### src/rtl/mips_pipe_pkg.sv
// mips_pipe_pkg: forward-select codes, special register numbers and the scoreboard entry type
package mips_pipe_pkg;
  localparam int ADDR_W = 5;
  localparam int NUM_REGS = 32;
  localparam logic [1:0] FWD_RF = 2'b00;
  localparam logic [1:0] FWD_EXMEM = 2'b01;
  localparam logic [1:0] FWD_MEMWB = 2'b10;
  localparam logic [1:0] FWD_WB = 2'b11;
  localparam logic [ADDR_W-1:0] REG_RA = 5'd31;
  localparam logic [ADDR_W-1:0] REG_ZERO = 5'd0;
  typedef struct packed {
    logic valid;
    logic [ADDR_W-1:0] dest;
    logic is_load;
  } sb_entry_t;
  // Youngest producer wins; a load hit in EX never reaches a register because it stalls
  function automatic logic [1:0] fwd_sel(input logic hit_ex, input logic hit_mem, input logic hit_wb);
    return hit_ex ? FWD_EXMEM : hit_mem ? FWD_MEMWB : hit_wb ? FWD_WB : FWD_RF;
  endfunction
endpackage

### src/rtl/dest_reg_scoreboard_sb_match.sv
// sb_match: compares one ID source register against the EX, MEM and WB entries
//   id_valid_i, use_i, src_i : the reading instruction and its source
//   ex_i                      : EX entry (its load flag drives the stall)
//   mem_*/wb_*                : valid/dest of the older stages
//   hit_*_o, ex_is_load_o     : per-stage match and EX load flag
module sb_match
  import mips_pipe_pkg::*;
#(
  parameter int AW = ADDR_W
) (
  input  logic          id_valid_i,
  input  logic          use_i,
  input  logic [AW-1:0] src_i,
  input  sb_entry_t     ex_i,
  input  logic          mem_valid_i,
  input  logic [AW-1:0] mem_dest_i,
  input  logic          wb_valid_i,
  input  logic [AW-1:0] wb_dest_i,
  output logic          hit_ex_o,
  output logic          hit_mem_o,
  output logic          hit_wb_o,
  output logic          ex_is_load_o
);
  logic rd;
  assign rd = id_valid_i & use_i;
  assign hit_ex_o = rd & ex_i.valid & (ex_i.dest == src_i);
  assign hit_mem_o = rd & mem_valid_i & (mem_dest_i == src_i);
  assign hit_wb_o = rd & wb_valid_i & (wb_dest_i == src_i);
  assign ex_is_load_o = ex_i.is_load;
endmodule

### src/rtl/dest_reg_scoreboard.sv
// dest_reg_scoreboard: tracks in-flight register writes through EX/MEM/WB, raises load-use stall, registers forwarding selects
//   clk_i, rst_ni                  : clock, asynchronous active-low reset
//   id_* inputs                    : issuing instruction's destination/control and its sources
//   flush_i                        : kill the instruction entering EX
//   stall_o                        : combinational load-use hazard
//   fwd_a_o, fwd_b_o               : registered EX operand mux selects
//   pending_o                      : one bit per register with an in-flight write
module dest_reg_scoreboard
  import mips_pipe_pkg::*;
#(
  parameter int AW = ADDR_W,
  parameter int NR = NUM_REGS,
  parameter int DEPTH = 3
) (
  input  logic          clk_i,
  input  logic          rst_ni,
  input  logic          id_valid_i,
  input  logic [AW-1:0] id_dest_i,
  input  logic          id_reg_write_i,
  input  logic          id_mem_read_i,
  input  logic [AW-1:0] id_rs_i,
  input  logic [AW-1:0] id_rt_i,
  input  logic          id_uses_rs_i,
  input  logic          id_uses_rt_i,
  input  logic          flush_i,
  output logic          stall_o,
  output logic [1:0]    fwd_a_o,
  output logic [1:0]    fwd_b_o,
  output logic [NR-1:0] pending_o
);
  sb_entry_t st_q [DEPTH];
  sb_entry_t ex_d;
  logic [1:0] fwd_a_d, fwd_b_d;
  logic a_ex, a_mem, a_wb, a_ld, b_ex, b_mem, b_wb, b_ld, bubble;
  sb_match #(.AW(AW)) u_match_a (
    .id_valid_i(id_valid_i), .use_i(id_uses_rs_i), .src_i(id_rs_i), .ex_i(st_q[0]),
    .mem_valid_i(st_q[1].valid), .mem_dest_i(st_q[1].dest),
    .wb_valid_i(st_q[2].valid), .wb_dest_i(st_q[2].dest),
    .hit_ex_o(a_ex), .hit_mem_o(a_mem), .hit_wb_o(a_wb), .ex_is_load_o(a_ld)
  );
  sb_match #(.AW(AW)) u_match_b (
    .id_valid_i(id_valid_i), .use_i(id_uses_rt_i), .src_i(id_rt_i), .ex_i(st_q[0]),
    .mem_valid_i(st_q[1].valid), .mem_dest_i(st_q[1].dest),
    .wb_valid_i(st_q[2].valid), .wb_dest_i(st_q[2].dest),
    .hit_ex_o(b_ex), .hit_mem_o(b_mem), .hit_wb_o(b_wb), .ex_is_load_o(b_ld)
  );
  // Both matchers see the same EX entry, so either load flag is the EX load flag
  assign stall_o = (a_ex | b_ex) & (a_ld & b_ld);
  assign bubble = stall_o | flush_i | ~id_valid_i;
  always_comb begin
    ex_d = '0;
    ex_d.valid = ~bubble & id_reg_write_i & (id_dest_i != REG_ZERO);
    ex_d.dest = id_dest_i;
    ex_d.is_load = id_mem_read_i;
    fwd_a_d = bubble ? FWD_RF : fwd_sel(a_ex, a_mem, a_wb);
    fwd_b_d = bubble ? FWD_RF : fwd_sel(b_ex, b_mem, b_wb);
  end
  always_comb begin
    pending_o = '0;
    for (int i = 0; i < DEPTH; i++)
      if (st_q[i].valid) pending_o[st_q[i].dest] = 1'b1;
  end
  always_ff @(posedge clk_i or negedge rst_ni) begin
    if (!rst_ni) begin
      for (int i = 0; i < DEPTH; i++) st_q[i] <= '0;
      fwd_a_q_reset();
    end else begin
      st_q[0] <= ex_d;
      for (int i = 1; i < DEPTH; i++) st_q[i] <= st_q[i-1];
    end
  end
  logic [1:0] fwd_a_q, fwd_b_q;
  always_ff @(posedge clk_i or negedge rst_ni) begin
    if (!rst_ni) begin
      fwd_a_q <= FWD_RF;
      fwd_b_q <= FWD_RF;
    end else begin
      fwd_a_q <= fwd_a_d;
      fwd_b_q <= fwd_b_d;
    end
  end
  assign fwd_a_o = fwd_a_q;
  assign fwd_b_o = fwd_b_q;
  task automatic fwd_a_q_reset();
  endtask
endmodule

### config.mk
export PLATFORM = sky130hd
export DESIGN_NAME = dest_reg_scoreboard
export DESIGN_NICKNAME = d
export VERILOG_FILES = /design/src/rtl/mips_pipe_pkg.sv /design/src/rtl/dest_reg_scoreboard_sb_match.sv /design/src/rtl/dest_reg_scoreboard.sv
export SDC_FILE = /design/constraint.sdc
export NUM_CORES = 1
export LEC_CHECK = 0
export CAP_MARGIN = 20
export CORE_ASPECT_RATIO = 1.25
export CORE_MARGIN = 2
export CORE_UTILIZATION = 47
export DETAILED_ROUTE_END_ITERATION = 7
export GPL_TIMING_DRIVEN = 0
export PLACE_DENSITY = 0.87
export SLEW_MARGIN = 20
export SYNTH_ARGS = -nofsm -noshare
export SYNTH_HDL_FRONTEND = slang
export SYNTH_SLANG_ARGS = --single-unit
### constraint.sdc
create_clock -name clk_i -period 2.2 [get_ports clk_i]
set_input_delay 0.33 -clock clk_i [delete_from_list [all_inputs] [get_ports clk_i]]
set_output_delay 0.33 -clock clk_i [all_outputs]
set_load 0.01 [all_outputs]
==> summary by stage <==
Detailed routing
The routed layout has 2424 vias. The detailed router finished its first iteration with 385 violations. The total wirelength of the detailed-routed design is about 7.4 mm. The count of nets left with antenna violations after detail routing is 0. The final routed wire length divided by cell count is 18.86 um.

In the routed layout, each cell is associated on average with a via count of 6.199. The number of search-and-repair iterations in the first detailed-routing pass is 8. The number of remaining DRC errors is 9.

Yosys
The biggest area consumer among synthesized cells is sky130_fd_sc_hd__dfrtp_1. In this run, synthesis produced a sequential element count of 23. Counting flops with a built-in enable in the synthesized netlist gives 0. The sequential share of the synthesized area is 0.2997. Counting every net in the synthesized netlist gives 266.

The dominant register cell in the synthesized netlist is sky130_fd_sc_hd__dfrtp_1. The count of unique library cells instantiated by Yosys is 36. The synthesized netlist occupies a cell area of 0.001921 mm2. In the synthesized netlist the async set-or-reset flop fraction comes to 1.000. The post-synthesis average cell area is 7.904 um2. Ranked by total cell area, the synthesized netlist is headed by sky130_fd_sc_hd__dfrtp_1, sky130_fd_sc_hd__nand2_1, sky130_fd_sc_hd__a22oi_1, sky130_fd_sc_hd__xnor2_1, sky130_fd_sc_hd__xor2_1. Counting every instance in the synthesized netlist gives 243. The total of warnings raised by yosys is 0. The share of synthesized area in the top cell type comes to 0.2997.

Floorplan
The starting density of the core is 0.4800. The die is around 61 um wide. The floorplan step defined a die boundary enclosing 0.004617 mm2.

The count of boundary I/O pins is 60. The core outline area is ~0.0040 mm2. The count of standard-cell rows is 26. The floorplan die height is ~75 um.

GRT
Global routing finished with a remaining overflow of 0. Across every metal layer, demand over resource in global routing totals 0.2834. The first global-routing pass estimated 9.653 mm of wire. Entering global routing, the biggest net connects 24 pins. The initial antenna violation count came to 0. The via count of the first global-routing pass came to 2036.

Outcome
The flow ran to the end, but the final reports show violations. The checks that failed: DRC, setup timing.

STA
Across the routed clock network, the largest skew measured is about 3.2 ps. For the pin with the worst max-slew slack, the measured transition is about 520 ps. The final critical-path required period is approximately 2200 ps. The final critical-path share of the clock period is 1.014.

Setup slack on the critical path of the routed design comes to -31.35 ps. The upper clock frequency limit is 448.2 MHz. The final-report max-slew violation count came to 0. The total negative slack is -46.50 ps. The number of failing hold endpoints at the final stage came to 0. Setup violations remaining at the end of the flow were counted as 2.

Setup repair after global routing could not meet its margin everywhere. The headroom to the max-slew limit is 0.6531.

Pwr
Of the total power, the share spent switching nets is 0.3127. Of the total power, the clock network draws 0.261. For this design the total switching power over the nets is between 0.0003 and 0.0004 W.

The maximum vdd ir drop is roughly 0.00043 V. The analysis attributes to cell leakage a power of about 1.8 nW. Cell internal power was estimated by the tool at ~0.00072 W. The proportion of power drawn by combinational gates is 0.294. Total power for the finished layout comes to around 0.0010 W. The share of total power dissipated in sequential elements is 0.445. The total power per unit cell area is 324.9 mW/mm2.

Layout
After routing the design area is 0.003207 mm2. 0 antenna diodes ended up in the layout. The filler-free cell count of the finished design is 391.

The area growth from synthesis to layout is 66.97%. In the final layout, the share of cells above drive strength 1 is 0.3104. Counting the fill cells in the layout gives 253. For this run, the post-layout net count is 359.

Setup path
Of all nets on the critical path, the largest fanout is 4. The data required time at the worst endpoint is between 1500 and 2000 ps. For the worst setup path, the data arrival time is 1900 ps. The worst setup path is launched from a register. The worst setup path is of the register to output port kind. STA classifies the critical path endpoint as an output port.

Clock network
TritonCTS built the clock tree. The clock reaches the later pin of the worst-skew pair after approximately 270 ps. The clock-pin slew of the registers on the worst-case setup and hold paths is 80 ps. The depth of the CTS H-tree is 1.

CTS saw 23 sinks. Counting along the longest clock path gives a buffer depth of 2. CTS placed an instance of sky130_fd_sc_hd__clkbuf_8 at the clock tree root.

The number of buffers created by CTS is 3.

Run
Max-cap violations in this run came to 0.

Placed design
The placed instance area is 0.002581 mm2. Input and output buffers added on the ports amount to 59. The post-placement setup slack is -449.5 ps. The cell count after placement is 358. The routability congestion estimate is 0.8736. After legalization and detailed placement, the total HPWL measured between 4 and 5 mm.

Hold path
The class of the worst hold path is input port to asynchronous set/reset pin.
worst paths after layout:
kind / from / endpoint / slack (ps) / cells after the start
hold / removal: rst_ni / fwd_b_o[0] / 20 / 1
setup / recovery: st_q[17] / stall_o / -30 / 7
setup reg to reg: st_q[17] / fwd_a_o[0] / 110 / 11
hold reg to reg: st_q[12] / st_q[5] / 390 / 0
max in group asynchronous: rst_ni / st_q[5] / 1800 / 1
min in group clk_i: st_q[12] / st_q[5] / 390 / 0
through the flow:
stage / utilization / hold WS, ps
global placement: 0.6451 / 350.9
CTS: 0.7214 / 374.6
global route: 0.8014 / 51.19
floorplan: - / 34.41
finish: 0.8014 / 21.95
detailed placement: 0.6451 / 356.7
power groups by stage:
stage | Sequential, W | Combinational, W | Clock [W]
3_5_place_dp | 0.000458 | 0.000235 | 0
3_3_place_gp | 0.000457 | 0.000228 | 0
5_1_grt | 0.000465 | 0.000323 | 0.000289
4_1_cts | 0.000460 | 0.000264 | 0.000273
2_1_floorplan | 0.000455 | 0.000134 | 0
6_report | 0.000464 | 0.000306 | 0.000272
layer usage:
layer,GRT usage,vias up,part of all wire
li1,-,1040,-
met1,0.3348,1133,0.34
met2,0.5047,201,0.52
met3,0.02037,50,0.083
met4,0.1473,0,0.055
met5,0,-,0
area by class of cell:
cell class                      instances  area, um2  area share
Buffer                                 12      118.9     0.03707
Tap cell                               56      70.07     0.02185
Inverter                                3      11.26    0.003512
Multi-Input combinational cell        196       1475      0.4600
Clock buffer                            3      41.29     0.01288
Sequential cell                        23      581.8      0.1814
Clock inverter                          1      7.507    0.002341
Timing Repair Buffer                   97      900.9      0.2809
state kept, by name (all words and copies together), names as in the netlist:
signal / flops
st_q: 19
fwd_a_o: 2
fwd_b_o: 2
logic make-up (layout without fill, tap and decap cells):
kind of cell | count (synthesis) | after routing | synth area share
and+or+nand+nor | 127 | 127 | 0.3472
AOI/OAI and AO/OA | 39 | 39 | 0.1590
buffers and inverters | 24 | 116 | 0.05733
xor gates and xnor gates | 30 | 30 | 0.1368
DFF | 23 | 23 | 0.2997
critical path, stage by stage (launching register included):
cell,delay [ps]
sky130_fd_sc_hd__dfrtp_2,440
sky130_fd_sc_hd__buf_6,140
sky130_fd_sc_hd__xor2_2,140
sky130_fd_sc_hd__nor4_2,370
sky130_fd_sc_hd__and4_4,310
sky130_fd_sc_hd__o21ai_4,70
sky130_fd_sc_hd__inv_2,60
sky130_fd_sc_hd__buf_6,90
cell usage in the layout (no fill, tap or decap), drive strengths merged:
cell type / n
nand2: 69
buf: 48
a22oi: 30
dfrtp: 23
clkdlybuf4s50: 22
xnor2: 19
dlymetal6s2s: 18
dlygate4sd2: 16
nor3b: 13
xor2: 11
and3b: 8
nor2: 8
nand4: 7
and3: 7
clkbuf: 7
nor3: 7
inv: 3
a222oi: 2
nand3: 2
nor4: 2
o21ai: 2
and2: 1
and4: 1
nor2b: 1
o211a: 1
o31a: 1
a211oi: 1
o2bb2ai: 1
or4: 1
o2111a: 1
clkinvlp: 1
clkdlybuf4s15: 1
cell usage after synthesis (all sizes together), types with 2 or more instances:
master  instances
buf            10
nand4           7
o21ai           2
xor2           11
clkbuf         11
nand2          69
xnor2          19
nor3            7
a222oi          2
nand3           2
and3b           8
nor2            8
and3            7
a22oi          30
nor3b          13
inv             3
dfrtp          23
nor4            2
repair_timing:
item,4_1_cts,5_1_grt
setup buffers,15,22
hold buffers,0,0
endpoints found under the hold margin,0,0
gates cloned,1,1
resized for setup,75,51
pin swaps,8,13
setup endpoints to repair,33,25
Note: power is estimated with default switching activity, not from simulation.
